File: src/rtl/ctr_wt_pkg.sv
// Shared definitions for the ctr_wt counter bank.
//   ctr_mode_e  : per-channel counting mode (2-bit field on the mode bus)
//   mode_decode : folds the reserved encoding onto HOLD_UP
package ctr_wt_pkg;

  typedef enum logic [1:0] {
    WRAP_UP = 2'b00,
    HOLD_UP = 2'b01,
    WRAP_DN = 2'b10,
    RSVD    = 2'b11
  } ctr_mode_e;

  function automatic ctr_mode_e mode_decode(input logic [1:0] raw);
    ctr_mode_e m;
    m = ctr_mode_e'(raw);
    if (m == RSVD) m = HOLD_UP;
    return m;
  endfunction

endpackage

File: src/rtl/ctr_wt_lane.sv
// One channel of the limit-counter bank.
//   clk, rst_n : clock, asynchronous active-low reset
//   en, clr    : count enable, synchronous clear (clr has priority)
//   mode       : ctr_mode_e encoding, reserved value behaves as HOLD_UP
//   N          : limit (terminal value up, reload value down)
//   a          : registered count
//   tc         : registered one-cycle terminal-count pulse
//   done       : sticky flag, set on entry to HOLD_UP terminal state
module ctr_wt_lane
  import ctr_wt_pkg::*;
#(
  parameter int WIDTH = 4
) (
  input  logic             clk,
  input  logic             rst_n,
  input  logic             en,
  input  logic             clr,
  input  logic [1:0]       mode,
  input  logic [WIDTH-1:0] N,
  output logic [WIDTH-1:0] a,
  output logic             tc,
  output logic             done
);

  ctr_mode_e        md;
  logic             term;
  logic [WIDTH-1:0] a_q, a_d;
  logic             tc_q, tc_d;
  logic             done_q, done_d;

  // Up modes use >= so a limit lowered below the current count
  // terminates on the next enabled edge instead of overshooting.
  always_comb begin
    md   = mode_decode(mode);
    term = (md == WRAP_DN) ? (a_q == '0) : (a_q >= N);
  end

  always_comb begin
    a_d    = a_q;
    tc_d   = 1'b0;
    done_d = done_q;
    if (clr) begin
      a_d    = (md == WRAP_DN) ? N : '0;
      done_d = 1'b0;
    end else if (en) begin
      if (!term) begin
        a_d = (md == WRAP_DN) ? (a_q - WIDTH'(1)) : (a_q + WIDTH'(1));
      end else begin
        unique case (md)
          WRAP_UP: begin
            a_d  = '0;
            tc_d = 1'b1;
          end
          WRAP_DN: begin
            a_d  = N;
            tc_d = 1'b1;
          end
          default: begin
            // Hold at the limit; pulse only on the first terminal edge.
            tc_d   = ~done_q;
            done_d = 1'b1;
          end
        endcase
      end
    end
  end

  always_ff @(posedge clk or negedge rst_n) begin
    if (!rst_n) begin
      a_q    <= '0;
      tc_q   <= 1'b0;
      done_q <= 1'b0;
    end else begin
      a_q    <= a_d;
      tc_q   <= tc_d;
      done_q <= done_d;
    end
  end

  assign a    = a_q;
  assign tc   = tc_q;
  assign done = done_q;

endmodule

File: src/rtl/ctr_wt_multi.sv
// Bank of NCH independent limit counters (see ctr_wt_lane).
//   clk, rst_n : clock, asynchronous active-low reset
//   en, clr    : per-channel enable / synchronous clear (NCH bits)
//   mode       : per-channel mode, ch k = mode[2k+1:2k]
//   N          : per-channel limit, ch k = N[WIDTH*k +: WIDTH]
//   a          : per-channel registered count
//   tc         : per-channel terminal-count pulse
//   done       : per-channel sticky done (HOLD_UP only)
//   all_done   : AND of all done bits, combinational
module ctr_wt_multi
  import ctr_wt_pkg::*;
#(
  parameter int WIDTH = 4,
  parameter int NCH   = 4
) (
  input  logic                 clk,
  input  logic                 rst_n,
  input  logic [NCH-1:0]       en,
  input  logic [NCH-1:0]       clr,
  input  logic [2*NCH-1:0]     mode,
  input  logic [WIDTH*NCH-1:0] N,
  output logic [WIDTH*NCH-1:0] a,
  output logic [NCH-1:0]       tc,
  output logic [NCH-1:0]       done,
  output logic                 all_done
);

  for (genvar k = 0; k < NCH; k++) begin : lane
    ctr_wt_lane #(.WIDTH(WIDTH)) u_lane (
      .clk   (clk),
      .rst_n (rst_n),
      .en    (en[k]),
      .clr   (clr[k]),
      .mode  (mode[2*k +: 2]),
      .N     (N[WIDTH*k +: WIDTH]),
      .a     (a[WIDTH*k +: WIDTH]),
      .tc    (tc[k]),
      .done  (done[k])
    );
  end

  assign all_done = &done;

endmodule

File: config.mk
export PLATFORM = sky130hd
export DESIGN_NAME = ctr_wt_multi
export DESIGN_NICKNAME = d
export VERILOG_FILES = /design/src/rtl/ctr_wt_pkg.sv /design/src/rtl/ctr_wt_lane.sv /design/src/rtl/ctr_wt_multi.sv
export SDC_FILE = /design/constraint.sdc
export NUM_CORES = 1
export LEC_CHECK = 0
export BUFFER_PORTS_ARGS = -buffer_cell sky130_fd_sc_hd__buf_2
export CAP_MARGIN = 20
export CORE_MARGIN = 3
export CORE_UTILIZATION = 55
export CTS_BUF_LIST = sky130_fd_sc_hd__clkbuf_4
export CTS_CLUSTER_SIZE = 24
export DETAILED_ROUTE_END_ITERATION = 10
export PLACE_DENSITY = 0.83
export SLEW_MARGIN = 20
export SYNTH_ARGS = -nofsm -noshare
export SYNTH_HDL_FRONTEND = slang
export SYNTH_SLANG_ARGS = --single-unit
export TNS_END_PERCENT = 30
File: constraint.sdc
create_clock -name clk -period 2.9 [get_ports clk]
set_clock_uncertainty 0.15 [all_clocks]
set_input_delay 0.29 -clock clk [delete_from_list [all_inputs] [get_ports clk]]
set_output_delay 0.29 -clock clk [all_outputs]
set_load 0.03 [all_outputs]
# [Word level (Yosys, flattened, before mapping)]
# Index checks and enable logic that the tools add are counted.
# W data, S select, Z words.
[word_totals] ff_bits=24 inputBits=34 output_inout_bits=25 elab_cells=137
[op_classes] n_addsub=8 magnitude_cmp=4 n_eq_ne=16 n_mux=64 n_bitwise=4 reduce_logical=29
[ops] cell="$mux W4" n=20
[ops] cell="$mux W1" n=36
[ops] cell="$pmux W4 S2" n=4
[ops] cell="$add A4 B1 Y4 const B" n=4
[ops] cell="$eq A2 B2 Y1 const B" n=8
[ops] cell="$ge A4 B4 Y1" n=4
[ops] cell="$logic_not A4 Y1" n=4
[ops] cell="$ne A4 B4 Y1 const B" n=4
[ops] cell="$reduce_bool A2 Y1" n=8
[ops] cell="$sub A4 B1 Y4 const B" n=4
[ops] cell="$reduce_and A3 Y1" n=4
[ops] cell="$logic_not A2 Y1" n=4
[ops] cell="$mux W2" n=4
[ops] cell="$ne A2 B1 Y1 const B" n=4
[ops] cell="$reduce_and A2 Y1" n=4
[ops] cell="$reduce_or A2 Y1" n=4
[ops] cell="$not A1 Y1" n=4
[ops] cell="$reduce_and A4 Y1" n=1

# [Depth between registers and ports, before layout]
# Gate-level depths: netlist of run 1.
[depth] ltp_word=8 mapped_depth=9 mapped_depth_nobuf=8

# [Cells and area by module]
# From an unflattened synthesis of run 1, not the netlist that was laid out.
[hier_totals] hier_cells=233 hier_area_um2=2195.9
[modules_own_cells] module="ctr_wt_lane" instances=4 cells_each=58 area_per_inst_um2=546.8 seq_area_each_um2=150.1
[modules_own_cells] module="ctr_wt_multi" instances=1 cells_each=1 area_per_inst_um2=8.8 seq_area_each_um2=0.0

# [Least setup slack after synthesis of run 1]
# OpenSTA, ideal clock, no wires.
[synth_timing] kind="register -> register" from="reg lane[1].u_lane.a_q[0]" to="reg lane[1].u_lane.a_q[0]" setup_time_ns=0.124 arrival_ns=2.110 t_required_ns=2.626 setup_slack_ns=0.516 stages_incl_launch_ff=8 path_buffers=0 period_less_slack_ns=2.384 cell_sequence="dfrtp_1 > inv_1 > ha_1 > or3b_1 > a21oi_1 > o21ai_2 > and4_1 > a211o_1"
[synth_via] elab_chain_len=5 elab_cells_between_ends=11 classes_between="add/sub (2); order compare (1); eq/ne (1); mux (5); reduce/logical (2)"
[synth_rtl] item="start: declaration" line_no="ctr_wt_lane.sv:27" source="logic [WIDTH-1:0] a_q, a_d;"
[synth_rtl] item="start signal: assignment" line_no="ctr_wt_lane.sv:70" source="a_q <= '0;"
[synth_rtl] item="start signal: assignment" line_no="ctr_wt_lane.sv:74" source="a_q <= a_d;"
[synth_rtl] item="$add A4 B1 Y4 (tied with other cells)" line_no="ctr_wt_lane.sv:47" source="a_d = (md == WRAP_DN) ? (a_q - WIDTH'(1)) : (a_q + WIDTH'(1));"
[synth_rtl] item="$mux W4 / $mux W1 (equally long branches)" line_no="ctr_wt_lane.sv:47, ctr_wt_lane.sv:35"
[synth_rtl] item="$mux W4" line_no="ctr_wt_lane.sv:46" source="if (!term) begin"
[synth_rtl] item="$mux W4" line_no="ctr_wt_lane.sv:45" source="end else if (en) begin"
[synth_rtl] item="$mux W4" line_no="ctr_wt_lane.sv:42" source="if (clr) begin"
# Parallel ways exist; a longest one is shown, timed or not. The select of a mux whose other input is x is not followed.
# A chain may end at the register's enable or synchronous reset.

# [Worst setup path in the final report of run 1]
# Ends and elaborated chain as after synthesis.

==> results.yml, run 1 <==
worst_hold_path:
  holdCritStartpoint: "mode[6]"
  hold-path-endpoint: "lane[3].u_lane.tc"
  hold-path-cell-count: 2
  holdCritPathClass: "input pin to flip-flop"
place:
  placed_area_um2: 2490
  buffer_ports.inserted: 58
  placedCellCount: 340
  detailedPlace.worstSlack_ns: 0.532
  gp_weighted_congestion: 0.873
  hpwl_mm: 3.81
synthesis:
  yosys_warnings: 0
  mappedNetlistArea_um2: 2200
  dominantRegCellSynth: "sky130_fd_sc_hd__dfrtp_1"
  synthArstFlopShare: 1.00
  synth_sequential_area_ratio: 0.273
  syn_avg_cell_area_um2: 9.03
  synth_seq_cells: 24
  synth.distinct_cells: 51
  synth-edff-count: 0
  netlist_instances: 244
  synthesis.nets: 306
routing:
  dr.first_iter.drc_count: 141
  route.vias.total: 1988
  viasPerCell: 5.73
  postRouteWirelength_mm: 4.75
  detail_route.first_pass.iterations: 4
  route.detailed.wl_per_inst_um: 13.7
  drc: 0
  drt.antenna.violating_nets: 0
setup_path:
  critPathLaunchType: "flip-flop"
  arrival_ns: 2.42
  worst_reg_to_reg_cells: 7
  worstPathCellList: "inv_1, ha_1, or3b_1, a21oi_1, o21ai_2, and4_1, a211o_1"
  cp_endpoint_kind: "flip-flop"
  critical_path.reg2reg.startpoint: "lane[1].u_lane.a[0]"
  r2r_slack_ns: 0.56
  worst_r2r_endpoint: "lane[1].u_lane.a[0]"
  worstPathMaxFanout: 7
  cp.required_ns: 2.98
  worstSetupPathType: "flip-flop to flip-flop"
  crit_path_top_delay_cell: "sky130_fd_sc_hd__dfrtp_1"
  slowest_delay_ns: 0.44
global_routing:
  grt_util_all_layers: 0.201
  gr-total-overflow: 0
  grt_pass1_wl_mm: 8.15
  grt_most_used_layer: "met2"
  gr-usage-met3: 0.0261
  vias_in_the_first_global_route: 1844
  use_met2: 0.319
  largest_net_degree_at_the_start_of_global_routing: 25
  antenna_found_initial: 0
  grt.met1_usage: 0.288
die:
  die_x_um: 69.3
  die_area_um2: 4800
  start_util: 0.584
  coreArea_um2: 3770
  core.rowCount: 22
  num_io_pins: 59
  die_y_um: 69.3
clocking:
  cts_htree_levels: 1
  root_buffer: "sky130_fd_sc_hd__clkbuf_4"
  clock_tree.buffer_depth: 2
  cts_resized: 0
  clock_latency_ns: 0.32
  postCtsHoldBufs: 3
  tritoncts.num_buffers: 3
  cts_setup_buffers: 0
  cts_tree: "built"
  cts_sinks: 24
  clk_pin_slew_worst_paths_ns: 0.15
status:
  status: "complete, no violations"
final_layout:
  post_route_cells_drive_above_1_share: 0.264
  stdcell_area_um2: 2540
  finalNetCount: 362
  antennaDiodeCount: 0
  fillCellCount: 326
  flow.area_growth_from_synthesis_pct: 15.4
  finalCoreUtilization: 0.674
  finish.cell_count_without_fillers: 347
timing:
  finalSetupViolations: 0
  timing.fmax_ghz: 0.427
  whs_ns: 0.0269
  rsz0062_at_grt: "false"
  setup-tns-final_ns: 0
  final-hold-violation-count: 0
  finalMaxSlewViolations: 0
  tightest_slew_ns: 0.655
  fin_crit_ns: 2.34
  min_period_over_period: 0.807
  max_slew_margin: 0.559
  postLayoutSetupSlackWorst_ns: 0.561
pwr:
  post-layout-total-power_mw: 2.08
  power.static_leakage_nw: 1.36
  peakVddDrop_mv: 0.458
  p_per_area_nw_per_um2: 819
job:
  maxCapViolations: 0
==> layout by cell type (no fill, tap or decap), types with 3 or more instances in the layout <==
master,Yosys,layout
sky130_fd_sc_hd__nor2_1,11,11
sky130_fd_sc_hd__o21ai_0,12,12
sky130_fd_sc_hd__dfrtp_1,24,24
sky130_fd_sc_hd__fa_1,4,4
sky130_fd_sc_hd__o21a_1,3,3
sky130_fd_sc_hd__ha_1,24,24
sky130_fd_sc_hd__buf_2,2,58
sky130_fd_sc_hd__a21oi_1,16,16
sky130_fd_sc_hd__dlygate4sd3_1,0,3
sky130_fd_sc_hd__nand2_1,10,10
sky130_fd_sc_hd__or2_2,3,3
sky130_fd_sc_hd__o211ai_1,8,8
sky130_fd_sc_hd__nand2b_1,5,5
sky130_fd_sc_hd__xor2_1,3,3
sky130_fd_sc_hd__a21o_1,4,4
sky130_fd_sc_hd__a2111oi_0,4,4
sky130_fd_sc_hd__xnor2_1,7,7
sky130_fd_sc_hd__mux2_2,3,3
sky130_fd_sc_hd__nand3_1,4,4
sky130_fd_sc_hd__inv_1,33,33
sky130_fd_sc_hd__o211a_1,3,3
sky130_fd_sc_hd__a31oi_1,5,5
sky130_fd_sc_hd__o2bb2ai_1,3,3
sky130_fd_sc_hd__clkbuf_4,0,3
sky130_fd_sc_hd__a211o_1,3,3
sky130_fd_sc_hd__nor3_1,3,3
sky130_fd_sc_hd__nor4_1,3,3
==> Yosys cell counts (3+ instances only) <==
cell type	count	area [um2]
sky130_fd_sc_hd__a2111oi_0	4	35.0
sky130_fd_sc_hd__a211o_1	3	26.3
sky130_fd_sc_hd__a21o_1	4	30.0
sky130_fd_sc_hd__a21oi_1	16	80.1
sky130_fd_sc_hd__a31oi_1	5	31.3
sky130_fd_sc_hd__buf_4	9	67.6
sky130_fd_sc_hd__dfrtp_1	24	601
sky130_fd_sc_hd__fa_1	4	80.1
sky130_fd_sc_hd__ha_1	24	300
sky130_fd_sc_hd__inv_1	33	124
sky130_fd_sc_hd__mux2_2	3	33.8
sky130_fd_sc_hd__nand2_1	10	37.5
sky130_fd_sc_hd__nand2b_1	5	31.3
sky130_fd_sc_hd__nand3_1	4	20.0
sky130_fd_sc_hd__nor2_1	11	41.3
sky130_fd_sc_hd__nor3_1	3	15.0
sky130_fd_sc_hd__nor4_1	3	18.8
sky130_fd_sc_hd__o211a_1	3	30.0
sky130_fd_sc_hd__o211ai_1	8	60.1
sky130_fd_sc_hd__o21a_1	3	22.5
sky130_fd_sc_hd__o21ai_0	12	60.1
sky130_fd_sc_hd__o2bb2ai_1	3	26.3
sky130_fd_sc_hd__or2_2	3	18.8
sky130_fd_sc_hd__xnor2_1	7	61.3
sky130_fd_sc_hd__xor2_1	3	26.3
==> where the power goes <==
group / switching (mW) / internal [mW] / total, mW
logic: 0.786 / 0.534 / 1.32
clock network: 0.107 / 0.0504 / 0.157
registers: 0.158 / 0.448 / 0.605
==> cell families after synthesis <==
| family | after synthesis | synth area share |
|---|---|---|
| DFF | 24 | 0.273 |
| and+or+nand+nor | 52 | 0.131 |
| adders and majority gates | 28 | 0.173 |
| AOI/OAI and AO/OA | 80 | 0.266 |
| muxes | 5 | 0.0244 |
| xor gates and xnor gates | 10 | 0.0398 |
| buffers and inverters | 45 | 0.0937 |
==> critical path, delay by kind of cell (launching register included) <==
family,cells,cell delay [ns]
fa+ha+maj,1,0.28
compound gates,3,0.66
buf+inv,1,0.11
simple gates,2,0.60
flops,1,0.44
==> metal layers <==
| metal | vias to the layer above | wire [um] |
|---|---|---|
| li1 | 996 | - |
| met1 | 934 | 2320 |
| met2 | 56 | 2150 |
| met3 | 2 | 259 |
| met4 | 0 | 21 |
| met5 | - | 0 |
==> worst max-delay path by stage <==
stage	start	cells past startpoint	endpoint
after floorplan	lane[1].u_lane.a[0]	7	lane[1].u_lane.a[0]
after global placement	lane[1].u_lane.a[0]	7	lane[1].u_lane.a[0]
after detailed placement	mode[0]	9	lane[0].u_lane.a[3]
after CTS	lane[1].u_lane.a[0]	7	lane[1].u_lane.a[0]
after global routing	lane[1].u_lane.a[0]	7	lane[1].u_lane.a[0]
final	lane[1].u_lane.a[0]	7	lane[1].u_lane.a[0]
==> state kept, by name, indices dropped and copies added (netlist names) <==
| register | cells |
|---|---|
| lane.u_lane.a | 16 |
| lane.u_lane.tc | 4 |
| lane.u_lane.done | 4 |
==> layout make-up <==
type                       count  area [um2]  area share
timing repair buffer          63         335       0.132
clock inverter                 1        3.75     0.00148
tap                           48        60.1      0.0236
inverter                      33         124      0.0487
sequential                    24         601       0.236
multi-input combinational    175        1400       0.549
clock buffer                   3        22.5     0.00886
(Power assumes the default switching activity.)
==> run 2, diff against run 1 <==
--- a/config.mk
+++ b/config.mk
@@ -8,11 +8,11 @@
 export BUFFER_PORTS_ARGS = -buffer_cell sky130_fd_sc_hd__buf_2
 export CAP_MARGIN = 20
 export CORE_MARGIN = 3
-export CORE_UTILIZATION = 55
+export CORE_UTILIZATION = 50
 export CTS_BUF_LIST = sky130_fd_sc_hd__clkbuf_4
 export CTS_CLUSTER_SIZE = 24
 export DETAILED_ROUTE_END_ITERATION = 10
-export PLACE_DENSITY = 0.83
+export PLACE_DENSITY = 0.79
 export SLEW_MARGIN = 20
 export SYNTH_ARGS = -nofsm -noshare
 export SYNTH_HDL_FRONTEND = slang
==> constraint.sdc (replaced) <==
create_clock -name clk -period 2.1 [get_ports clk]
set_clock_uncertainty 0.15 [all_clocks]
set_input_delay 0.21 -clock clk [delete_from_list [all_inputs] [get_ports clk]]
set_output_delay 0.21 -clock clk [all_outputs]
set_load 0.03 [all_outputs]
==> results.yml, run 2 (same netlist as run 1, synthesis figures left out) <==
status:
  status: "finished, violations left"
  failing_checks: "negative setup slack"
timing:
  finalSetupViolations: 1
  final-hold-violation-count: 0
  max_slew_margin: 0.619
  fin_crit_ns: 2.12
  rsz0062_at_grt: "true"
  postLayoutSetupSlackWorst_ns: -0.0204
  min_period_over_period: 1.01
  timing.fmax_ghz: 0.472
  tightest_slew_ns: 0.571
  finalMaxSlewViolations: 0
global_routing:
  antenna_found_initial: 0
  vias_in_the_first_global_route: 2191
  grt_util_all_layers: 0.224
  gr-total-overflow: 0
  largest_net_degree_at_the_start_of_global_routing: 25
  grt_pass1_wl_mm: 9.52
final_layout:
  number_of_flip_flops_under_the_largest_register_name: 16
  finalNetCount: 403
  post_route_cells_drive_above_1_share: 0.400
  flow.area_growth_from_synthesis_pct: 37.9
  antennaDiodeCount: 0
  most-common-layout-cells: "sky130_fd_sc_hd__buf_2 (58), sky130_fd_sc_hd__buf_4 (36), sky130_fd_sc_hd__inv_1 (31)"
  most_common_library_cell_in_the_layout_ignoring_fill_and_taps: "sky130_fd_sc_hd__buf_2"
clocking:
  root_buffer: "sky130_fd_sc_hd__clkbuf_4"
  clk_pin_slew_worst_paths_ns: 0.15
  cts_htree_levels: 1
  cts_tree: "built"
  cts_sinks: 24
  tritoncts.num_buffers: 3
  clock_latency_ns: 0.31
  clock_tree.buffer_depth: 2
setup_path:
  crit_path_top_delay_cell: "sky130_fd_sc_hd__or4b_1"
  worst-path-buf-inv: 0
  cp.required_ns: 2.20
  worstPathMaxFanout: 6
  critPathLaunchType: "flip-flop"
  path_delay_family: "simple AND/OR/NAND/NOR gates"
  arrival_ns: 2.22
  slowest_delay_ns: 0.54
  worstSetupPathType: "flip-flop to flip-flop"
  worstPathCellList: "ha_4, o211ai_1, o211a_1, nor3_2, or4b_1, o221ai_2"
  cp_endpoint_kind: "flip-flop"
routing:
  drt.antenna.violating_nets: 0
  detail_route.first_pass.iterations: 4
  viasPerCell: 5.60
  drc: 0
  route.detailed.wl_per_inst_um: 15.2
  postRouteWirelength_mm: 5.93
  route.vias.total: 2185
  dr.first_iter.drc_count: 181
pwr:
  power.static_leakage_nw: 1.58
  p_per_area_nw_per_um2: 1190
  post-layout-total-power_mw: 3.62
  peakVddDrop_mv: 0.627
die:
  start_util: 0.535
  die_y_um: 72.4
  die_x_um: 72.4
  die_area_um2: 5240
  num_io_pins: 59
  coreArea_um2: 4120
  core.rowCount: 23
place:
  detailedPlace.worstSlack_ns: -0.0923
  gp_weighted_congestion: 0.888
  hpwl_mm: 4.47
  buffer_ports.inserted: 58
worst_hold_path:
  holdCritPathClass: "input pin to flip-flop"
job:
  maxCapViolations: 0
## run 2: worst paths after layout
path                            cells past startpoint  slack, ns           startpoint                  end
worst max-delay path                                6      -0.02  lane[3].u_lane.a[1]  lane[3].u_lane.a[3]
max in group asynchronous                           2       1.14                rst_n  lane[1].u_lane.a[0]
min in group asynchronous                           2       0.25                rst_n  lane[2].u_lane.a[0]
worst max register to register                      6      -0.02  lane[3].u_lane.a[1]  lane[3].u_lane.a[3]
worst min-delay path                                3       0.02                 N[6]  lane[1].u_lane.a[2]
worst min register to register                      1       0.38  lane[2].u_lane.done    lane[2].u_lane.tc
## run 2: per-stage QoR
step	util	hold WS, ns	TNS, ns	std cells	cell area, um2
6_report	0.738	0.0206	-0.0204	390	3040
5_1_grt	0.738	0.0211	-0.457	390	3040
4_1_cts	0.711	0.00540	-0.00888	385	2930
3_5_place_dp	0.663	0.0838	-0.200	367	2730
3_3_place_gp	0.663	0.0827	-0.0346	367	2730
2_1_floorplan	-	-0.236	-0.243	244	2250
## run 2: layout make-up
class | instances | area (um2)
clock buffers | 3 | 22.5
clock inverters | 1 | 30.0
fillers | 306 | 1080
inverters | 33 | 126
multi-input cells | 175 | 1530
flip-flops and latches | 24 | 607
well taps | 50 | 62.6
repair buffers | 104 | 661
## run 2: worst min-delay path, cell delays in order
cell and delay (ns):
sky130_fd_sc_hd__buf_2 0.11, sky130_fd_sc_hd__nand3_1 0.06, sky130_fd_sc_hd__a31oi_1 0.07
## run 2: power breakdown
group / leakage [nW] / switching, mW / internal, mW / total (mW)
clock network: 0.0279 / 0.148 / 0.193 / 0.341
registers: 0.308 / 0.157 / 0.626 / 0.784
logic: 1.25 / 1.37 / 1.13 / 2.49
## run 2: per-layer routing
layer	global-route usage	part of all wire	vias to the layer above
met1	0.291	0.45	1041
met3	0.0235	0.045	4
met5	0	0	-
li1	-	-	1083
met4	0.0553	0.0074	0
met2	0.397	0.50	57
## run 2: timing repair
action                                  in CTS  in global routing
endpoints found under the hold margin       32                  0
resized for setup                            6                 13
buffers inserted                             4                  5
hold buffers                                10                  0
pin swaps                                    1                  9
endpoints found under the setup margin       9                 15
